<file path="src/rtl/bp_skid_pipe.sv">
// bp_skid_pipe: chain of PIPES two-entry skid stages on a ready/valid link.
// ready_o comes from a flop, so no combinational ready path runs through the chain.
// Throughput stays at one beat per cycle under stalls.
// It also provides a synchronous flush and a registered occupancy count.
// Optional stall statistics are built when BP_SKID_PIPE_STATS_EN is defined;
// that adds the stall_cnt_o port.
//
// Handshake: a beat moves on a side in any cycle where valid && ready are both
// high on that side. Once valid is raised it stays high, with its data held
// stable, until the beat is taken. Stage ready depends only on that stage's
// own skid flop, never on anything downstream in the same cycle.
module bp_skid_pipe #(
  parameter int DATAW = 8,
  parameter int PIPES = 1,
  parameter int CNTW  = 32,
  localparam int OCCW = (PIPES == 0) ? 1 : $clog2(2 * PIPES + 1)
) (
  input  logic             clk_i,
  input  logic             rst_i,
  input  logic             flush_i,
  input  logic [DATAW-1:0] data_i,
  input  logic             valid_i,
  output logic             ready_o,
  output logic [DATAW-1:0] data_o,
  output logic             valid_o,
  input  logic             ready_i,
`ifdef BP_SKID_PIPE_STATS_EN
  output logic [CNTW-1:0]  stall_cnt_o,
`endif
  output logic [OCCW-1:0]  occupancy_o
);

  // Encoding makes bit0 the main-valid flop and bit1 the skid-valid flop.
  typedef enum logic [1:0] {
    ST_EMPTY = 2'b00,
    ST_ONE   = 2'b01,
    ST_FULL  = 2'b11
  } stage_state_e;

  if (PIPES == 0) begin : g_pass
    logic unused_pass;
    assign unused_pass = ^{clk_i, rst_i, flush_i};

    // No storage: the link is a plain wire-through.
    assign data_o      = data_i;
    assign valid_o     = valid_i;
    assign ready_o     = ready_i;
    assign occupancy_o = '0;
  end else begin : g_chain
    logic [PIPES-1:0]            main_valid;
    logic [PIPES-1:0]            skid_valid;
    logic [PIPES-1:0]            in_valid;
    logic [PIPES-1:0]            in_ready;
    logic [PIPES-1:0]            out_ready;
    logic [PIPES-1:0]            in_fire;
    logic [PIPES-1:0]            out_fire;
    logic [PIPES-1:0][DATAW-1:0] main_data;
    logic [PIPES-1:0][DATAW-1:0] in_data;
    logic [OCCW-1:0]             occ_q;
    logic                        in_top;
    logic                        out_top;

    for (genvar k = 0; k < PIPES; k++) begin : g_stage
      stage_state_e     state_q;
      logic [DATAW-1:0] main_q;
      logic [DATAW-1:0] skid_q;

      if (k == 0) begin : g_head
        assign in_valid[k] = valid_i;
        assign in_data[k]  = data_i;
      end else begin : g_link
        assign in_valid[k] = main_valid[k-1];
        assign in_data[k]  = main_data[k-1];
      end

      if (k == PIPES - 1) begin : g_tail
        assign out_ready[k] = ready_i;
      end else begin : g_mid
        assign out_ready[k] = in_ready[k+1];
      end

      assign main_valid[k] = state_q[0];
      assign skid_valid[k] = state_q[1];
      assign main_data[k]  = main_q;
      assign in_ready[k]   = ~skid_valid[k];
      assign in_fire[k]    = in_valid[k] & in_ready[k];
      assign out_fire[k]   = main_valid[k] & out_ready[k];

      // Stage FSM: main feeds downstream, skid catches the beat that arrives during a stall.
      always_ff @(posedge clk_i) begin
        if (rst_i) begin
          state_q <= ST_EMPTY;
          main_q  <= '0;
          skid_q  <= '0;
        end else if (flush_i) begin
          state_q <= ST_EMPTY;
        end else begin
          case (state_q)
            ST_EMPTY: begin
              if (in_fire[k]) begin
                main_q  <= in_data[k];
                state_q <= ST_ONE;
              end
            end
            ST_ONE: begin
              if (in_fire[k] && out_fire[k]) begin
                main_q <= in_data[k];
              end else if (in_fire[k]) begin
                skid_q  <= in_data[k];
                state_q <= ST_FULL;
              end else if (out_fire[k]) begin
                state_q <= ST_EMPTY;
              end
            end
            ST_FULL: begin
              if (out_fire[k]) begin
                main_q  <= skid_q;
                state_q <= ST_ONE;
              end
            end
            default: state_q <= ST_EMPTY;
          endcase
        end
      end
    end

    // Reset forces ready low even though the skid flop is already clear.
    assign ready_o     = in_ready[0] & ~rst_i;
    assign valid_o     = main_valid[PIPES-1];
    assign data_o      = main_data[PIPES-1];
    assign in_top      = valid_i & ready_o;
    assign out_top     = valid_o & ready_i;
    assign occupancy_o = occ_q;

    // Occupancy: +1 per accepted beat, -1 per delivered beat; flush empties the chain.
    always_ff @(posedge clk_i) begin
      if (rst_i || flush_i) begin
        occ_q <= '0;
      end else if (in_top && !out_top) begin
        occ_q <= occ_q + OCCW'(1);
      end else if (!in_top && out_top) begin
        occ_q <= occ_q - OCCW'(1);
      end
    end
  end

`ifdef BP_SKID_PIPE_STATS_EN
  logic [CNTW-1:0] stall_cnt_q;

  // Saturating count of cycles where the output is offered but not taken.
  // Only reset clears it; flush leaves it untouched.
  always_ff @(posedge clk_i) begin
    if (rst_i) begin
      stall_cnt_q <= '0;
    end else if (valid_o && !ready_i && (stall_cnt_q != {CNTW{1'b1}})) begin
      stall_cnt_q <= stall_cnt_q + CNTW'(1);
    end
  end

  assign stall_cnt_o = stall_cnt_q;
`endif

endmodule
</file>
<file path="config.mk">
export PLATFORM = sky130hd
export DESIGN_NAME = bp_skid_pipe
export DESIGN_NICKNAME = d
export VERILOG_FILES = /design/src/rtl/bp_skid_pipe.sv
export SDC_FILE = /design/constraint.sdc
export NUM_CORES = 1
export LEC_CHECK = 0
export ABC_AREA = 1
export BUFFER_PORTS_ARGS = -buffer_cell sky130_fd_sc_hd__buf_2
export CAP_MARGIN = 25
export CORE_MARGIN = 3
export CORE_UTILIZATION = 47
export DETAILED_ROUTE_END_ITERATION = 8
export MAX_ROUTING_LAYER = met4
export PLACE_DENSITY = 0.72
export SLEW_MARGIN = 20
export SYNTH_ARGS = -nofsm -noshare
export SYNTH_HDL_FRONTEND = slang
export SYNTH_SLANG_ARGS = --single-unit
</file>
<file path="constraint.sdc">
create_clock -name clk_i -period 1.51 [get_ports clk_i]
set_clock_uncertainty 0.05 [all_clocks]
set_input_delay 0.2265 -clock clk_i [delete_from_list [all_inputs] [get_ports clk_i]]
set_output_delay 0.2265 -clock clk_i [all_outputs]
set_load 0.01 [all_outputs]
</file>
==> results of run 1 <==
-- cell families after synthesis --
logic type | share of synthesized area
compound gates | 0.112
fa+ha+maj | 0.0581
buf+inv | 0.0605
flops | 0.372
simple gates | 0.398
-- placed cells by master, fill, tap and decap left out, drive strengths merged --
cell type  synthesis  routed
nand2             36      36
clkbuf             0       3
ha                 5       5
nand3b             1       1
dfxtp             20      20
o21ai             10      10
a21boi             8       8
buf                2      30
nor2              45      45
inv               15      15
nand3             14      14
a21oi              2       2
bufinv             0       1
-- power groups by stage --
stage	clock, mW	sequential, mW	combinational, mW
2_1_floorplan	0	0.615	0.177
3_3_place_gp	0	0.600	0.278
3_5_place_dp	0	0.603	0.284
4_1_cts	0.453	0.591	0.286
5_1_grt	0.478	0.596	0.360
6_report	0.442	0.590	0.311
-- path summary, 6_finish.rpt --
| kind | endpoint | slack, ps | cells past startpoint |
|---|---|---|---|
| max | data_o[5] | 100 | 8 |
| min | g_chain.g_stage[0].skid_q[0] | 120 | 3 |
| max reg2reg | data_o[5] | 100 | 8 |
| min reg2reg | occupancy_o[1] | 430 | 2 |
-- layout make-up --
type                       count  area share
clock buffer                   3      0.0164
clock inverter                 1      0.0219
inverter                      15      0.0429
multi-input combinational    121       0.476
sequential                    20       0.297
tap                           27      0.0246
timing repair buffer          30       0.120
-- flip-flops by register name (all words and copies together) (netlist names) --
register	flops
data_o	8
occupancy_o	2
g_chain.g_stage.state_q	2
g_chain.g_stage.skid_q	8
-- per-layer routing --
layer / routed length [um] / share of wire
met1: 1160 / 0.49
met2: 1070 / 0.45
met3: 114 / 0.048
met4: 9 / 0.0038
met5: 0 / 0
-- critical path, delay by kind of cell (launching register included) --
kind	cells	cell delay, ps
fa+ha+maj	1	150
buf+inv	2	110
simple gates	5	650
flops	1	400
-- repair_timing --
item | 4_1_cts | 5_1_grt
setup buffers | 0 | 2
gates resized for setup | 1 | 21
pin swaps | 0 | 9
endpoints found under the setup margin | 3 | 17
==> metrics.csv, run 1 <==
stage;metric;value;unit
run_status;outcome;finished clean;
floorplan;fp.dieH;53.8;um
power;p_comb_frac;0.232;
placed_design;dpl.hpwl;1770;um
routing;via_count;1019;
worst_setup_path;crit_start;g_chain.g_stage[0].state_q[0];
final_layout;fin_cells;217;
routing;drt_iter0_drc;22;
clocking;htree_levels;1;
final_layout;fin_area;1370;um2
placed_design;gp_congestion;0.901;
routing;drc;0;
power;p_switching;0.383;mW
global_route;grt_usage;0.199;
floorplan;floorplan.initialDensity;0.522;
sta;finalSetupViolCount;0;
floorplan;coreArea;2060;um2
floorplan;pin_count;25;
final_layout;seq_area;408;um2
worst_setup_path;cp_slowest_cell;dfxtp_4;
worst_setup_path;cp_max_fo;8;
placed_design;place.port_buffers;24;
power;peakVddDrop;0.662;mV
power;p_int;0.960;mW
clocking;postCtsHoldBufs;0;
worst_setup_path;r2r-start;g_chain.g_stage[0].state_q[0];
global_route;busiest_layer;met2;
synthesis;ys_top_cells_by_area;dfxtp_1 37%, nor2_1 15%, nand2_1 11%;
synthesis;syn_nets;176;
sta;setup_ws;95.4;ps
power;p_leak;0.667;nW
routing;routed_via_density;4.70;
routing;wl_per_cell;10.9;um
worst_hold_path;min_path_type;input pin to flop;
placed_design;placed_cell_area;1250;um2
final_layout;fillers;194;
power;clkPwrFrac;0.329;
worst_setup_path;endpoint_kind;flop;
final_layout;multi_input_area;653;um2
synthesis;synthFlopType;dfxtp_1;
global_route;grt_use_met3;0.0332;
clocking;cts-root-buf;clkbuf_4;
final_layout;syn_to_final_growth;27.4;%
sta;slew_viol_final;0;
global_route;grt_pass1_vias;966;
clocking;cts_tree;done;
clocking;clk_pin_slew;120;ps
sta;period_minus_slack;1410;ps
synthesis;synth_area;1080;um2
power;seqPwrFrac;0.439;
clocking;numCtsBuffers;3;
synthesis;syn_area_per_cell;6.81;um2
synthesis;synth_top_cell_area_share;0.372;
synthesis;synth-async-reset-ratio;0;
floorplan;rows;16;
synthesis;yosysMostFrequentCell;nor2_1;
final_layout;layout-drive-gt1-share;0.316;
routing;ant_nets;0;
floorplan;fp.dieArea;2900;um2
floorplan;chipWidth;53.8;um
global_route;antenna_found_initial;0;
worst_setup_path;crit_type;flop to flop;
power;p_per_area;980;nW/um2
synthesis;syn_inst;158;
worst_setup_path;crit_chain;inv_2 -> ha_4 -> inv_2 -> nand2_2 -> nand3b_1 -> nor2_8 -> nor2_1 -> nor2_1;
power;swShare;0.285;
global_route;grt_max_degree;17;
placed_design;dp.cells;211;
worst_hold_path;hp-start;data_i[0];
sta;hold_ws;120;ps
global_route;grt_pass1_wl;4110;um
global_route;overflow;0;
worst_setup_path;required;1700;ps
synthesis;yosysTopAreaCell;dfxtp_1;
synthesis;synthDistinctLibCells;19;
worst_setup_path;max_stage_delay;400;ps
clocking;clock_path_buffers;2;
routing;first_pass_iters;4;
synthesis;yosysWarnings;0;
sta;rsz0062_at_grt;true;
global_route;met2_usage;0.308;
final_layout;nNetsFinal;209;
sta;setup_tns;0;ps
power;power;1.34;mW
worst_setup_path;startpoint_type;flop;
synthesis;yosys_register_bits;20;
synthesis;synth_edf_count;0;
sta;tightest_slew;406;ps
placed_design;place_ws;-7.61;ps
routing;wirelength;2360;um
clocking;cts_sinks;20;
clocking;clk_latency;300;ps
sta;post-route-period-util;0.937;
synthesis;ys_seq_area_frac;0.372;
final_layout;final_core_util;0.665;
final_layout;antenna_cells;0;
sta;relSlewSlack;0.729;
worst_setup_path;worstPathArrival;1610;ps
synthesis;ys_top_cells_by_count;42 x nor2_1, 32 x nand2_1, 20 x dfxtp_1;
job;drv_cap;0;
global_route;grtUsageMet1;0.262;
sta;hold_viol;0;
sta;max_freq;0.707;GHz
Note: power is estimated with default switching activity, not from simulation.
==> inputs of run 2 (changes only) <==
--- a/config.mk
+++ b/config.mk
@@ -13,6 +13,7 @@
 export DETAILED_ROUTE_END_ITERATION = 8
 export MAX_ROUTING_LAYER = met4
 export PLACE_DENSITY = 0.72
+export SETUP_SLACK_MARGIN = 0.3
 export SLEW_MARGIN = 20
 export SYNTH_ARGS = -nofsm -noshare
 export SYNTH_HDL_FRONTEND = slang
==> run 2 against run 1 <==
  * Sequential share of layout area decreased by 2.0 points
  * Critical endpoint unchanged
  * Design area increased by 7.1%
  * Combinational power increased by 16%
  * Non-clock buffer count unchanged
  * Highest routed layer unchanged
==> metrics.csv, run 2 (synthesized netlist as in run 1, its figures left out) <==
stage;metric;value;unit;change
sta;max_freq;0.679;GHz;-4.0%
global_route;grt_usage;0.211;;+0.0124
routing;wl_per_cell;12.7;um;+17%
clocking;cts_tree;done;;
worst_setup_path;cp_max_fo;8;;unchanged
worst_setup_path;critical_path.top_delay_family;simple AND/OR/NAND/NOR gates;;
clocking;htree_levels;1;;unchanged
floorplan;pin_count;25;;unchanged
worst_hold_path;min_path_type;input pin to flop;;
final_layout;fin_area;1470;um2;+7.1%
worst_setup_path;required;1710;ps;about the same
final_layout;final_core_util;0.712;;+0.0473
clocking;clk_pin_slew;130;ps;about the same
worst_setup_path;r2r_end;data_o[5];;
sta;hold_viol;0;;unchanged
floorplan;fp.dieArea;2900;um2;unchanged
worst_setup_path;crit_buf_inv;2;;unchanged
global_route;busiest_layer;met2;;
routing;wirelength;2760;um;+17%
floorplan;coreArea;2060;um2;unchanged
clocking;numCtsBuffers;3;;unchanged
worst_setup_path;cp_slowest_cell;dfxtp_4;;
routing;drc;0;;unchanged
final_layout;syn_to_final_growth;36.5;%;
global_route;grtUsageMet1;0.274;;+0.0114
final_layout;antenna_cells;0;;unchanged
worst_setup_path;rrSetupSlack;40;ps;-60 ps
routing;routed_via_density;5.16;;+9.9%
worst_setup_path;reg2reg_depth;8;;unchanged
floorplan;fp.dieH;53.8;um;unchanged
global_route;overflow;0;;unchanged
job;drv_cap;0;;unchanged
clocking;postCtsHoldBufs;0;;unchanged
placed_design;placed_cell_area;1270;um2;+1.7%
worst_setup_path;crit_type;flop to flop;;
power;power;1.41;mW;+5.1%
worst_setup_path;crit_start;g_chain.g_stage[0].state_q[0];;
worst_setup_path;endpoint_kind;flop;;
global_route;met2_usage;0.327;;+0.0181
run_status;outcome;finished clean;;
placed_design;dpl.hpwl;1820;um;+3.0%
worst_setup_path;r2r-start;g_chain.g_stage[0].state_q[0];;
sta;tightest_slew;425;ps;+18.5 ps
sta;setup_tns;0;ps;unchanged
global_route;antenna_found_initial;0;;unchanged
global_route;grt_max_degree;17;;unchanged
sta;relSlewSlack;0.717;;-0.0124
routing;ant_nets;0;;unchanged
placed_design;place.port_buffers;24;;unchanged
global_route;grt_pass1_wl;4360;um;+6.2%
routing;first_pass_iters;4;;unchanged
routing;drt_iter0_drc;51;;+130%
floorplan;rows;16;;unchanged
worst_setup_path;crit_end;data_o[5];;
placed_design;gp_congestion;0.770;;-15%
worst_setup_path;max_stage_delay;420;ps;+20 ps
floorplan;floorplan.initialDensity;0.522;;unchanged
final_layout;final_common_cell;nor2_1;;
clocking;cts_sinks;20;;unchanged
sta;rsz0062_at_grt;true;;
power;p_leak;0.678;nW;+1.7%
power;p_per_area;962;nW/um2;-1.9%
final_layout;layout-drive-gt1-share;0.379;;+0.0632
sta;post-route-period-util;0.976;;+0.0390
routing;via_count;1120;;+9.9%
final_layout;mostFrequentLayoutCells;35 x nor2_1, 26 x nand2_1, 24 x buf_2;;
final_layout;nNetsFinal;209;;unchanged
sta;finalSetupViolCount;0;;unchanged
clocking;clk_latency;320;ps;+20 ps
sta;slew_viol_final;0;;unchanged
floorplan;chipWidth;53.8;um;unchanged
worst_setup_path;crit_cells;8;;unchanged
global_route;grt_pass1_vias;1020;;+5.6%
power;peakVddDrop;0.757;mV;+14%
sta;period_minus_slack;1470;ps;+58.9 ps
global_route;grt_use_met3;0.0360;;+0.00277
clocking;cts-root-buf;clkbuf_4;;
clocking;clock_path_buffers;2;;unchanged
worst_setup_path;startpoint_type;flop;;
sta;setup_ws;36.5;ps;-58.9 ps
worst_setup_path;worstPathArrival;1680;ps;+70 ps
placed_design;place_ws;66.7;ps;+74.3 ps
final_layout;fillers;157;;-19%
worst_setup_path;crit_chain;inv_4 -> ha_4 -> inv_4 -> nand2_4 -> nand3b_1 -> nor2_8 -> nor2_1 -> nor2_1;;
[run 2: cell count changes in the layout (fill, tap and decap cells not counted), moves of 2 or more]
cell	change
nor2_4	+2
nor2_2	+3
inv_6	+2
inv_2	-3
nand2_1	-2
buf_6	+2
nand3_2	+4
nor2_1	-5
nand3_1	-4
buf_4	-3
[run 2: worst min-delay path, stage by stage]
cell     delay (ps)
buf_2            90
o21ai_0          70
nor2_1           80
[run 2: worst min path at each step]
stage	to	from	slack (ps)	cells past startpoint
2_1_floorplan	g_chain.g_stage[0].skid_q[0]	data_i[0]	340	2
3_3_place_gp	data_o[5]	data_o[5]	400	2
3_5_place_dp	data_o[7]	data_o[7]	400	2
4_1_cts	g_chain.g_stage[0].skid_q[1]	data_i[1]	120	3
5_1_grt	g_chain.g_stage[0].skid_q[1]	data_i[1]	110	3
6_report	g_chain.g_stage[0].skid_q[7]	data_i[7]	120	3
[run 2: cell type report]
cell class                 count  area, um2  area share
timing repair buffer          30        185       0.126
clock inverter                 1       30.0      0.0204
clock buffer                   3       22.5      0.0153
multi-input combinational    121        718       0.489
sequential                    20        408       0.278
tap                           27       33.8      0.0230
inverter                      15       71.3      0.0486
[run 2: routing by layer]
layer	routed length [um]	vias up
li1	-	566
met1	1270	502
met2	1270	47
met3	182	5
met4	37	0
met5	0	-
[run 2: power breakdown]
part           internal (mW)  switching [mW]  total, mW
registers              0.566          0.0302      0.596
logic                  0.149           0.211      0.360
clock network          0.268           0.188      0.456
[run 2: what timing repair did]
action / in CTS / in global routing
endpoints found under the setup margin: 21 / 21
gates resized for setup: 13 / 15
pin swaps: 11 / 13
setup buffers: 3 / 1
[run 2: stage by stage]
stage | instances | hold slack (ps)
2_1_floorplan | 158 | 341
3_3_place_gp | 209 | 396
3_5_place_dp | 209 | 403
4_1_cts | 216 | 116
5_1_grt | 217 | 115
6_report | 217 | 122
